**config.mk**
```make
export PLATFORM = sky130hd
export DESIGN_NAME = decode_operand_stage
export DESIGN_NICKNAME = d
export VERILOG_FILES = /design/src/rtl/decode_operand_stage.sv
export SDC_FILE = /design/constraint.sdc
export NUM_CORES = 2
export LEC_CHECK = 0
export BUFFER_PORTS_ARGS = -buffer_cell sky130_fd_sc_hd__buf_2
export CORE_AREA = 8 8 349 351
export CTS_CLUSTER_DIAMETER = 80
export CTS_CLUSTER_SIZE = 25
export DETAILED_ROUTE_END_ITERATION = 16
export DIE_AREA = 0 0 357 359
export PLACE_DENSITY = 0.66
export REMOVE_ABC_BUFFERS = 1
export SLEW_MARGIN = 20
export SYNTH_ARGS = -nofsm -noshare
export SYNTH_HDL_FRONTEND = slang
export SYNTH_SLANG_ARGS = --single-unit
```
**constraint.sdc**
```tcl
create_clock -name clock -period 3.3 [get_ports clock]
set_clock_uncertainty 0.1 [all_clocks]
set_input_delay 0 -clock clock [delete_from_list [all_inputs] [get_ports clock]]
set_output_delay 0 -clock clock [all_outputs]
set_load 0.01 [all_outputs]
```
**src/rtl/decode_operand_stage.sv**
```systemverilog
// RV32I decode/operand-fetch stage for OP and OP-IMM, with a 32-entry register file
// and a one-entry output register. Optional macro DECODE_WB_BYPASS_EN forwards same-edge writeback data.
module decode_operand_stage #(
    parameter int              XLEN          = 32,
    parameter logic [XLEN-1:0] REG_RESET_VAL = '0
) (
    input  logic            clock,
    input  logic            reset_n,
    input  logic            in_valid,
    output logic            in_ready,
    input  logic [31:0]     in_instr,
    output logic            out_valid,
    input  logic            out_ready,
    output logic [6:0]      out_funct7,
    output logic [2:0]      out_funct3,
    output logic [XLEN-1:0] out_source1,
    output logic [XLEN-1:0] out_source2,
    output logic [4:0]      out_rd,
    output logic            out_illegal,
    input  logic            wb_en,
    input  logic [4:0]      wb_rd,
    input  logic [XLEN-1:0] wb_data
);

    localparam logic [6:0] OPC_OP     = 7'b0110011;
    localparam logic [6:0] OPC_OP_IMM = 7'b0010011;

    logic [XLEN-1:0] rf_q [32];
    logic [XLEN-1:0] rf_d [32];

    logic            valid_q, valid_d;
    logic [6:0]      funct7_q, funct7_d;
    logic [2:0]      funct3_q, funct3_d;
    logic [XLEN-1:0] src1_q, src1_d;
    logic [XLEN-1:0] src2_q, src2_d;
    logic [4:0]      rd_q, rd_d;
    logic            illegal_q, illegal_d;

    logic            accept;
    logic            wb_write;
    logic [6:0]      opcode;
    logic [2:0]      f3;
    logic [4:0]      rs1, rs2, rd;
    logic [XLEN-1:0] rs1_val, rs2_val, imm_i;

    assign in_ready = !valid_q || out_ready;
    assign accept   = in_valid && in_ready;
    assign wb_write = wb_en && (wb_rd != 5'd0);

    assign opcode = in_instr[6:0];
    assign f3     = in_instr[14:12];
    assign rs1    = in_instr[19:15];
    assign rs2    = in_instr[24:20];
    assign rd     = in_instr[11:7];
    assign imm_i  = {{(XLEN-12){in_instr[31]}}, in_instr[31:20]};

    // x0 is hardwired to zero on read; its storage entry is never written.
    always_comb begin
        rs1_val = (rs1 == 5'd0) ? '0 : rf_q[rs1];
        rs2_val = (rs2 == 5'd0) ? '0 : rf_q[rs2];
`ifdef DECODE_WB_BYPASS_EN
        if (wb_write && (wb_rd == rs1)) rs1_val = wb_data;
        if (wb_write && (wb_rd == rs2)) rs2_val = wb_data;
`endif
    end

    always_comb begin
        for (int i = 0; i < 32; i++) rf_d[i] = rf_q[i];
        if (wb_write) rf_d[wb_rd] = wb_data;
    end

    always_comb begin
        valid_d   = valid_q;
        funct7_d  = funct7_q;
        funct3_d  = funct3_q;
        src1_d    = src1_q;
        src2_d    = src2_q;
        rd_d      = rd_q;
        illegal_d = illegal_q;
        if (accept) begin
            valid_d   = 1'b1;
            funct7_d  = '0;
            funct3_d  = '0;
            src1_d    = '0;
            src2_d    = '0;
            rd_d      = '0;
            illegal_d = 1'b0;
            case (opcode)
                OPC_OP: begin
                    funct7_d = in_instr[31:25];
                    funct3_d = f3;
                    src1_d   = rs1_val;
                    src2_d   = rs2_val;
                    rd_d     = rd;
                end
                OPC_OP_IMM: begin
                    // Only shifts carry funct7; ADDI etc. must not look like SUB.
                    funct7_d = (f3 == 3'b001 || f3 == 3'b101) ? in_instr[31:25] : 7'd0;
                    funct3_d = f3;
                    src1_d   = rs1_val;
                    src2_d   = imm_i;
                    rd_d     = rd;
                end
                default: illegal_d = 1'b1;
            endcase
        end else if (out_ready) begin
            valid_d = 1'b0;
        end
    end

    always_ff @(posedge clock or negedge reset_n) begin
        if (!reset_n) begin
            for (int i = 0; i < 32; i++) rf_q[i] <= REG_RESET_VAL;
        end else begin
            for (int i = 0; i < 32; i++) rf_q[i] <= rf_d[i];
        end
    end

    always_ff @(posedge clock or negedge reset_n) begin
        if (!reset_n) begin
            valid_q   <= 1'b0;
            funct7_q  <= '0;
            funct3_q  <= '0;
            src1_q    <= '0;
            src2_q    <= '0;
            rd_q      <= '0;
            illegal_q <= 1'b0;
        end else begin
            valid_q   <= valid_d;
            funct7_q  <= funct7_d;
            funct3_q  <= funct3_d;
            src1_q    <= src1_d;
            src2_q    <= src2_d;
            rd_q      <= rd_d;
            illegal_q <= illegal_d;
        end
    end

    assign out_valid   = valid_q;
    assign out_funct7  = funct7_q;
    assign out_funct3  = funct3_q;
    assign out_source1 = src1_q;
    assign out_source2 = src2_q;
    assign out_rd      = rd_q;
    assign out_illegal = illegal_q;

endmodule

```
==> impl_summary.md <==
Clock tree
The clock tree from TritonCTS is done. The clock slew seen by the registers of the worst setup and hold paths is approximately 0.1 ns. In this run the deepest clock path goes through 3 buffers. The H-tree depth reported by CTS is 2. The number of setup buffers added after CTS is 0.

The clock latency at the later pin of the worst-skew pair is 0.70 ns. Clock tree synthesis inserted a total of 56 buffers. The clock tree root buffer cell is sky130_fd_sc_hd__clkbuf_16. Counting every sink on the clock net gives 1104.

Finish
From synthesis to final layout, the design area changed by 10.0%. The top cell types in the final layout, fill and taps aside, are 1104 x sky130_fd_sc_hd__dfrtp_1, 1055 x sky130_fd_sc_hd__mux2_2, 502 x sky130_fd_sc_hd__mux4_2. Leaving out fill and tap cells, the most frequent cell in the layout is sky130_fd_sc_hd__dfrtp_1. The share of post-route cells with drive strength above 1 is 0.522. The net count of the finished layout is 3951. The layout has ~9.5k filler cells. The count of non-filler cells in the finished layout is 5448. The storage element area is 27600 um^2. The final instance area is 63400 um^2. The area of the multi-input gates is 28300 um^2.

Power
The total power after layout is 33400 uW. The power density over cell area is 527 nW/um^2. The static leakage is 0.0278 uW. Internal power comes to 24000 uW. For this design the total switching power over the nets is 9340 uW. The fraction of power spent switching nets is 0.280. The maximum resistive drop on vdd is a little under 0.4 mV.

The share of total power dissipated in combinational logic is 0.224. Of the total power, the clock network draws 0.245. The part of the power in registers is 0.530.

Synth
The number of distinct library cells after synthesis is 54. In the post-synthesis netlist, the biggest area contributors are sky130_fd_sc_hd__dfrtp_1 48%, sky130_fd_sc_hd__mux2_2 21%, sky130_fd_sc_hd__mux4_2 20%, sky130_fd_sc_hd__mux2i_1 3.0%, sky130_fd_sc_hd__clkbuf_1 1.4%. The mean instance size in the synthesized netlist is 15.1 um^2. The fraction of synthesized cell area taken by the top area cell type is 0.480. The cell area after technology mapping is 57600 um^2. Synthesis handed over a netlist of 3814 instances.

The most used flip-flop cell after synthesis is sky130_fd_sc_hd__dfrtp_1. The synthesized design contains 0 enable-type register cells. The portion of the post-synthesis area used by sequential elements is 0.480. The dominant cell type by area after synthesis is sky130_fd_sc_hd__dfrtp_1. The count of yosys warnings during synthesis is 0. For this run, asynchronously set or reset flops after synthesis account for 1.00. The flip-flop and latch count after synthesis is 1104.

Global routing
The number of global-route vias before repair is 37.1k. The first-pass GRT wire length is 257 mm. The number of antenna violations at the first check in global routing is 8. Across every metal layer, demand over resource in global routing totals 0.266. After global routing the overflow that remains totals 0. Entering global routing, the biggest net connects 102 pins.

Die
Measured along the x axis, the die boundary spans roughly 360 um. Measured along the y axis, the die boundary spans 359 um. The top-level port count is 156. The area of the placeable core is 117000 um^2. The initial standard-cell utilization of the core is 0.494.

The number of rows created at floorplan is 126. The area of the die is 128000 um^2.

STA
Setup repair after global routing left no endpoint under its margin. Setup violations remaining at the end of the flow were counted as 0. The number of pins exceeding their max-slew limit in the final report is 0. In the finished design, the share of the clock period the worst path needs comes to 0.877. The worst slew margin relative to its limit is 0.291. The minimum clock period after layout is 2.89 ns. The transition time at the pin with the least slew margin is 1.06 ns. The final count of hold timing violations is 0. Timing would allow up to between 0.3 and 0.4 GHz.

Worst setup path
The largest fanout on the critical path is 11. The element type at the critical path end is a flip-flop. The critical path class is in2reg. STA classifies the critical path startpoint as a primary input. STA puts the critical path data required time at 3.79 ns. The arrival time at the worst endpoint is 3.38 ns.

Route
After detailed routing, the average wire length per cell comes to approximately 31 um. The number of design rule violations left after detail routing is 0. For this block, the via count after detailed routing is 35.8k. The residual antenna-violating net count after detailed routing is 0.

The routed via count divided by cell count is between 6 and 7. The final layout contains routed wiring with a total length of 170 mm. The first-pass iteration count of the detailed router is 5. The detailed router's first-iteration violation count is 3222.

Place
Detailed placement finished with a half-perimeter wire length of 104 mm. The final weighted congestion in routability-driven placement is 0.798. Port buffering added between 150 and 200 buffers. Counting tap cells, the placed design contains a total of 5257 instances. The placement-stage cell area is 60600 um^2.

Job
The number of max-capacitance violations reported is 0.

Status
The run finished with clean final reports.

Min path
In this run the worst hold path is classified as in2reg.
==> per-stage QoR <==
| step | hold WS, ns | TNS (ns) | utilization | setup slack [ns] |
|---|---|---|---|---|
| after global routing | 0.0641 | 0 | 0.543 | 0.321 |
| after floorplan | -0.396 | -81.14 | - | -1.22 |
| after CTS | 0.00199 | 0 | 0.543 | 0.455 |
| final | 0.0284 | 0 | 0.543 | 0.406 |
| after detailed placement | -0.0137 | 0 | 0.520 | 0.719 |
| after global placement | 0.000264 | 0 | 0.520 | 0.722 |
==> power groups by stage <==
stage | clock network (uW) | registers, uW | logic [uW]
2_1_floorplan | 0 | 17300 | 5280
3_3_place_gp | 0 | 17800 | 7240
3_5_place_dp | 0 | 17900 | 7400
4_1_cts | 8380 | 17600 | 7520
5_1_grt | 8840 | 18000 | 8020
6_report | 8190 | 17700 | 7480
==> layer usage <==
layer  share of wire  wire length [um]  global-route usage
met4           0.029              4970              0.0663
met5        0.000076                13                   0
met2            0.47             79800               0.419
met1            0.44             74800               0.390
met3           0.061             10400              0.0381
==> final cells by class <==
type | count | share of cell area
clock inverter | 21 | 0.00351
inverter | 3 | 0.000257
timing repair buffer | 434 | 0.0596
clock buffer | 69 | 0.0242
sequential | 1104 | 0.436
multi-input combinational | 2278 | 0.446
antenna | 3 | 0.000118
tap | 1536 | 0.0303
==> registers in the layout, indices dropped and copies added, names as in the netlist <==
name,cells
out_funct3,3
out_funct7,7
out_illegal,1
out_rd,5
out_source1,32
out_source2,32
out_valid,1
rf_q,1023
==> critical path, cell delays in order <==
cell and delay (ns):
sky130_fd_sc_hd__dlygate4sd3_1 0.55, sky130_fd_sc_hd__buf_2 0.21, sky130_fd_sc_hd__or2_2 0.47, sky130_fd_sc_hd__o31ai_1 0.45, sky130_fd_sc_hd__or3_1 0.36, sky130_fd_sc_hd__a31oi_1 0.06, sky130_fd_sc_hd__dlygate4sd3_1 0.57, sky130_fd_sc_hd__a21o_1 0.17
sky130_fd_sc_hd__dlygate4sd3_1 0.55
==> cell families (layout without fill, tap and decap cells) <==
logic type             after synthesis  in the layout  synth area share
AOI/OAI and AO/OA                  219            219            0.0275
muxes                             1741           1741             0.435
DFF                               1104           1104             0.480
buffers and inverters              432            527            0.0336
other                                0              3                 0
and+or+nand+nor                    318            318            0.0247
==> synthesized netlist by cell type (19+ instances only) <==
library cell,number
sky130_fd_sc_hd__dfrtp_1,1104
sky130_fd_sc_hd__mux2i_1,174
sky130_fd_sc_hd__nand2_1,172
sky130_fd_sc_hd__buf_4,23
sky130_fd_sc_hd__nor2_1,27
sky130_fd_sc_hd__nand3_1,48
sky130_fd_sc_hd__mux4_2,502
sky130_fd_sc_hd__o22a_1,19
sky130_fd_sc_hd__buf_2,127
sky130_fd_sc_hd__buf_1,56
sky130_fd_sc_hd__o221a_2,19
sky130_fd_sc_hd__mux2_2,1055
sky130_fd_sc_hd__o21ai_0,62
sky130_fd_sc_hd__o211ai_1,64
sky130_fd_sc_hd__clkbuf_1,214
==> worst paths after layout <==
kind                       cells past startpoint             end         start  slack [ns]
setup / recovery                               9  out_source2[9]  in_instr[23]        0.41
hold / removal                                 4  out_source2[6]  in_instr[26]        0.03
setup reg to reg                               7  out_source2[9]     rf_q[265]        0.44
hold reg to reg                                0      rf_q[1013]    rf_q[1013]        0.30
max in group asynchronous                      4       rf_q[813]       reset_n        2.36
min in group asynchronous                      3        rf_q[62]       reset_n        0.08
==> what timing repair did <==
item                                    in CTS  in global routing
resized for setup                            0                  0
hold buffers                                98                  0
endpoints found under the setup margin       0                  0
endpoints found under the hold margin     1953                  0
No activity file was read; power rests on OpenSTA's default activity.
